<file path="config.mk">
export PLATFORM = sky130hd
export DESIGN_NAME = spart_tx_arb
export DESIGN_NICKNAME = d
export VERILOG_FILES = /design/src/rtl/spart_pkg.sv /design/src/rtl/spart_rr_pick.sv /design/src/rtl/spart_tx_arb.sv
export SDC_FILE = /design/constraint.sdc
export NUM_CORES = 1
export LEC_CHECK = 0
export CAP_MARGIN = 30
export CORE_MARGIN = 1
export CORE_UTILIZATION = 51
export CTS_BUF_LIST = sky130_fd_sc_hd__clkbuf_8
export CTS_CLUSTER_DIAMETER = 50
export DETAILED_ROUTE_END_ITERATION = 12
export PLACE_DENSITY = 0.83
export SLEW_MARGIN = 20
export SYNTH_ARGS = -nofsm -noshare
export SYNTH_HDL_FRONTEND = slang
export SYNTH_SLANG_ARGS = --single-unit
</file>
<file path="constraint.sdc">
create_clock -name clk -period 4.3 [get_ports clk]
set_input_delay 1.29 -clock clk [delete_from_list [all_inputs] [get_ports clk]]
set_output_delay 1.29 -clock clk [all_outputs]
set_load 0.02 [all_outputs]
</file>
<file path="src/rtl/spart_pkg.sv">
// Shared definitions for the SPART transmit-side blocks: byte width,
// idle line byte and the arbiter state encoding.
package spart_pkg;

  localparam int SPART_BYTE_W = 8;
  localparam logic [SPART_BYTE_W-1:0] SPART_IDLE_BYTE = 8'hFF;

  typedef enum logic [1:0] {
    IDLE = 2'd0,
    LOAD = 2'd1,
    SEND = 2'd2
  } spart_state_e;

endpackage

</file>
<file path="src/rtl/spart_rr_pick.sv">
// Combinational round-robin pick: first set bit of req searching ptr+1,
// ptr+2, ... with wrap-around modulo NREQ (NREQ need not be a power of two).
module spart_rr_pick #(
  parameter  int NREQ = 4,
  localparam int PW   = $clog2(NREQ)
) (
  input  logic [NREQ-1:0] req,
  input  logic [PW-1:0]   ptr,
  output logic            found,
  output logic [PW-1:0]   idx
);

  int            c;
  logic [PW-1:0] cand;

  always_comb begin
    found = 1'b0;
    idx   = '0;
    c     = 0;
    cand  = '0;
    for (int k = 1; k <= NREQ; k++) begin
      c    = (int'(ptr) + k) % NREQ;
      cand = PW'(c);
      if (!found && req[cand]) begin
        found = 1'b1;
        idx   = cand;
      end
    end
  end

endmodule

</file>
<file path="src/rtl/spart_tx_arb.sv">
// Round-robin, packet-locking arbiter sharing one SPART transmitter among
// NREQ byte requesters; sequences write/tx_data against the transmitter's tbr.
module spart_tx_arb
  import spart_pkg::*;
#(
  parameter  int NREQ = 4,
  parameter  int TMO  = 1024,
  localparam int GW   = $clog2(NREQ)
) (
  input  logic                         clk,
  input  logic                         rst,
  input  logic [NREQ-1:0]              req_valid,
  input  logic [NREQ*SPART_BYTE_W-1:0] req_data,
  input  logic [NREQ-1:0]              req_last,
  output logic [NREQ-1:0]              req_ready,
  output logic                         write,
  output logic [SPART_BYTE_W-1:0]      tx_data,
  input  logic                         tbr,
  output logic [GW-1:0]                grant_id,
  output logic                         locked,
  output logic                         busy
);

  localparam int            CW    = (TMO > 0) ? $clog2(TMO + 1) : 1;
  localparam logic [CW-1:0] TMO_C = CW'(TMO);

  spart_state_e  state;
  logic [GW-1:0] ptr;
  logic [CW-1:0] stall_cnt;
  logic [NREQ-1:0] cand;
  logic          found;
  logic [GW-1:0] winner;
  logic          accept;
  logic          stall;
  logic          tmo_hit;

  function automatic logic [CW-1:0] sat_inc(input logic [CW-1:0] v);
    return (v == TMO_C) ? v : v + CW'(1);
  endfunction

  // While locked, only the owning requester may compete.
  always_comb begin
    cand = req_valid;
    if (locked) cand = req_valid & (NREQ'(1) << grant_id);
  end

  spart_rr_pick #(.NREQ(NREQ)) u_pick (
    .req   (cand),
    .ptr   (ptr),
    .found (found),
    .idx   (winner)
  );

  always_comb begin
    accept    = (state == IDLE) && tbr && found;
    req_ready = accept ? (NREQ'(1) << winner) : '0;
    stall     = (state == IDLE) && locked && !req_valid[grant_id];
    tmo_hit   = (TMO != 0) && stall && (sat_inc(stall_cnt) == TMO_C);
  end

  always_ff @(posedge clk) begin
    if (rst) begin
      state     <= IDLE;
      write     <= 1'b0;
      tx_data   <= SPART_IDLE_BYTE;
      grant_id  <= '0;
      locked    <= 1'b0;
      busy      <= 1'b0;
      ptr       <= GW'(NREQ - 1);
      stall_cnt <= '0;
    end else begin
      case (state)
        IDLE: begin
          if (accept) begin
            tx_data   <= req_data[SPART_BYTE_W*winner +: SPART_BYTE_W];
            grant_id  <= winner;
            locked    <= !req_last[winner];
            if (req_last[winner]) ptr <= winner;
            stall_cnt <= '0;
            write     <= 1'b1;
            busy      <= 1'b1;
            state     <= LOAD;
          end else if (tmo_hit) begin
            // Owner went quiet mid-packet: release it and rotate past it.
            locked    <= 1'b0;
            ptr       <= grant_id;
            stall_cnt <= '0;
          end else if (stall && (TMO != 0)) begin
            stall_cnt <= sat_inc(stall_cnt);
          end
        end
        LOAD: begin
          // tbr drops only after the transmitter has taken the byte on its tick.
          if (!tbr) begin
            write <= 1'b0;
            state <= SEND;
          end
        end
        SEND: begin
          if (tbr) begin
            busy  <= 1'b0;
            state <= IDLE;
          end
        end
        default: begin
          write <= 1'b0;
          busy  <= 1'b0;
          state <= IDLE;
        end
      endcase
    end
  end

endmodule
</file>
==> results of run 1 <==
[tightest hold or removal path, stage by stage, from the launching register on]
cell     delay [ns]
dfxtp_1        0.33
a21oi_1        0.06
nand2_1        0.05
[how the worst max path moves through the flow]
stage / start / to / slack, ns / cells after the start
after detailed placement: req_valid[3] / req_ready[2] / -0.68 / 8
final: req_valid[3] / req_ready[1] / 0.15 / 7
after global routing: req_valid[3] / req_ready[0] / 0.02 / 8
after CTS: req_valid[1] / req_ready[2] / 0.12 / 9
after global placement: req_valid[0] / req_ready[2] / -0.62 / 8
after floorplan: req_valid[3] / req_ready[3] / 0.16 / 7
[power breakdown]
part	internal [mW]	switching, mW
Clock	0.0820	0.0783
Combinational	0.268	0.277
Sequential	0.283	0.0389
[area by class of cell]
type	count	share of cell area, %
timing repair buffer	93	26.94
multi-input combinational	244	50.00
inverter	8	0.9780
clock buffer	4	1.793
sequential	28	18.26
tap	50	2.037
[repair_timing]
| item | CTS | global route |
|---|---|---|
| endpoints found under the setup margin | 4 | 2 |
| resized for setup | 27 | 2 |
| hold buffers | 0 | 0 |
| pin swaps | 2 | 0 |
| gates cloned | 0 | 0 |
[state kept, by name, indices dropped and copies added (netlist names)]
name	count
tx_data	8
ptr	2
write	1
grant_id	2
state	2
busy	1
stall_cnt	11
locked	1
[cell usage after synthesis, types with 3 or more instances]
master / count
mux2i_1: 9
clkbuf_8: 3
a211oi_1: 11
a21oi_1: 21
nor2b_1: 3
nand2b_1: 8
inv_1: 8
nor3_1: 10
dfxtp_1: 28
a2bb2oi_1: 3
o21ai_0: 11
xnor2_1: 6
buf_2: 7
nand4_1: 5
a22oi_1: 8
nand3_1: 5
nand2_1: 63
a21boi_0: 4
nor2_1: 21
clkbuf_1: 8
[per-layer routing]
layer	vias to the layer above	routed length (µm)	GRT usage, %
li1	1246	-	-
met1	1173	2753	32.27
met2	54	3008	48.65
met3	6	272	6.414
met4	0	53	5.208
met5	-	0	0
[through the flow]
| step | area, µm² | std cells |
|---|---|---|
| 5_1_grt | 3070 | 427 |
| 4_1_cts | 3063 | 427 |
| 6_report | 3070 | 427 |
| 3_5_place_dp | 3022 | 423 |
| 2_1_floorplan | 2272 | 303 |
| 3_3_place_gp | 3022 | 423 |
[cells by family after synthesis]
kind of cell / after synthesis / synth area share [%]
compound gates: 85 / 26.82
xor+xnor: 8 / 3.091
mux: 10 / 4.967
buf+inv: 31 / 8.333
simple gates: 139 / 30.96
fa+ha+maj: 2 / 1.104
flops: 28 / 24.72
==> results.cfg, run 1 <==
[drt]
first_pass_iters = 4
wl_mm = 6.088
drt_iter0_markers = 157
postRouteAntennaNets = 0
wl_per_cell_um = 14.26
via_per_inst = 5.806
drc = 0
via_count = 2479

[worst_hold_path]
hold_end = tx_data[4]
hold_path_class = reg2reg
hp-start = tx_data[4]
hold_depth = 2

[setup_path]
endpoint_kind = output pin
rr_endpoint = stall_cnt[10]
cp_top_family = buffers and inverters
cp_max_fo = 7
worstSetupPathType = in2out
crit_required_ns = 3.01
reg2regPathDepth = 5
timing.rr.start = grant_id[1]
critPathArrivalTime_ns = 2.86
crit_chain = clkdlybuf4s15_1 -> or3b_2 -> a32oi_1 -> a211oi_2 -> buf_4 -> nor3_1 -> buf_2
worst_path_max_delay_cell = or3b_2
crit_buf_inv = 3
cp-start-kind = primary input
slowest_delay_ns = 0.47
r2r_slack_ns = 1.59

[global_routing]
grt_remaining_overflow = 0
grt_pass1_wl_mm = 9.687
grt_pass1_vias = 2223
grt_use_total_pct = 26.98
antenna_found_initial = 0
grt_max_degree = 21

[yosys]
ys_seq_area_share_pct = 24.72
synth-main-ff-cell = dfxtp_1
synth_area_leaders = dfxtp_1 25%, nand2_1 10%, a21oi_1 4.6%, mux2i_1 4.0%, a211oi_1 3.6%
syn_nets = 348
yosysTopAreaCell = dfxtp_1
synth_warnings = 0
ys_types = 67
syn_area_um2 = 2267
ys_async_sr_fraction_pct = 0
synth_edf_count = 0
synth.top_cell.area_share_pct = 24.72
synth-seq-cells = 28
syn_avg_cell_area_um2 = 7.482
syn_inst = 303

[power]
total_power_mw = 1.028
vdd_drop_max_mv = 0.2141
power.density_nw_per_um2 = 334.6
leakagePower_nw = 1.192

[sta]
holdWs_ns = 0.4727
fmax_ghz = 0.2410
layout_setup_ws_ns = 0.1510
setup_tns_ns = 0
finalHoldViolations = 0
tightest_slew_ns = 0.6907
rsz0062_at_grt = false
min_period_ns = 4.149
period_share_pct = 96.49
slew_violations = 0
finClkSkew_ns = 0.002957
relSlewSlack_pct = 53.89
setup_viol = 0

[finish]
final_common_cell = nand2_1
regArea_um2 = 560.5
fin_util_pct = 74.09
fin_nets = 423
diodes = 0
fillers = 331
area_growth_syn_to_layout_pct = 35.43
mostFrequentLayoutCells = 63 x nand2_1, 51 x clkdlybuf4s50_1, 36 x buf_4
multi_input_area_um2 = 1535
drive_gt1_share_pct = 16.98

[placed_design]
gp_congestion = 0.8710
dp_slack_ns = -0.6770
dp_hpwl_mm = 4.686
port_buffers = 59

[clock_network]
cts_sinks = 28
numCtsBuffers = 3
post_cts_buffers = 0
clk_pin_slew_ns = 0.09
cts_root_buf = clkbuf_8
clk_latency_ns = 0.27
cts_max_level = 1
cts_tree = done
cts.path.max_buffers = 2

[floorplan]
initial_core_util_pct = 54.71
rows = 23
fp.coreArea_um2 = 4144
die_x_um = 68.68
die_area_um2 = 4716
dieHeight_um = 68.68
io_pins = 60

[flow_run]
max_cap_violations = 0

[run_status]
outcome = finished, final reports clean
No activity file was read; power rests on OpenSTA's default activity.
==> run 2: changes to the inputs <==
Settings changed: ABC_CLOCK_PERIOD_IN_PS from default to 4300.
==> results of run 2 <==
The final DEF is identical to that of run 1; final timing and power are the same.
==> run 3: changes to the inputs <==
Settings changed: ABC_CLOCK_PERIOD_IN_PS 4300 to default, SLEW_MARGIN 20 to 0.
==> results of run 3 <==
The final DEF is identical to that of run 1; final timing and power are the same.
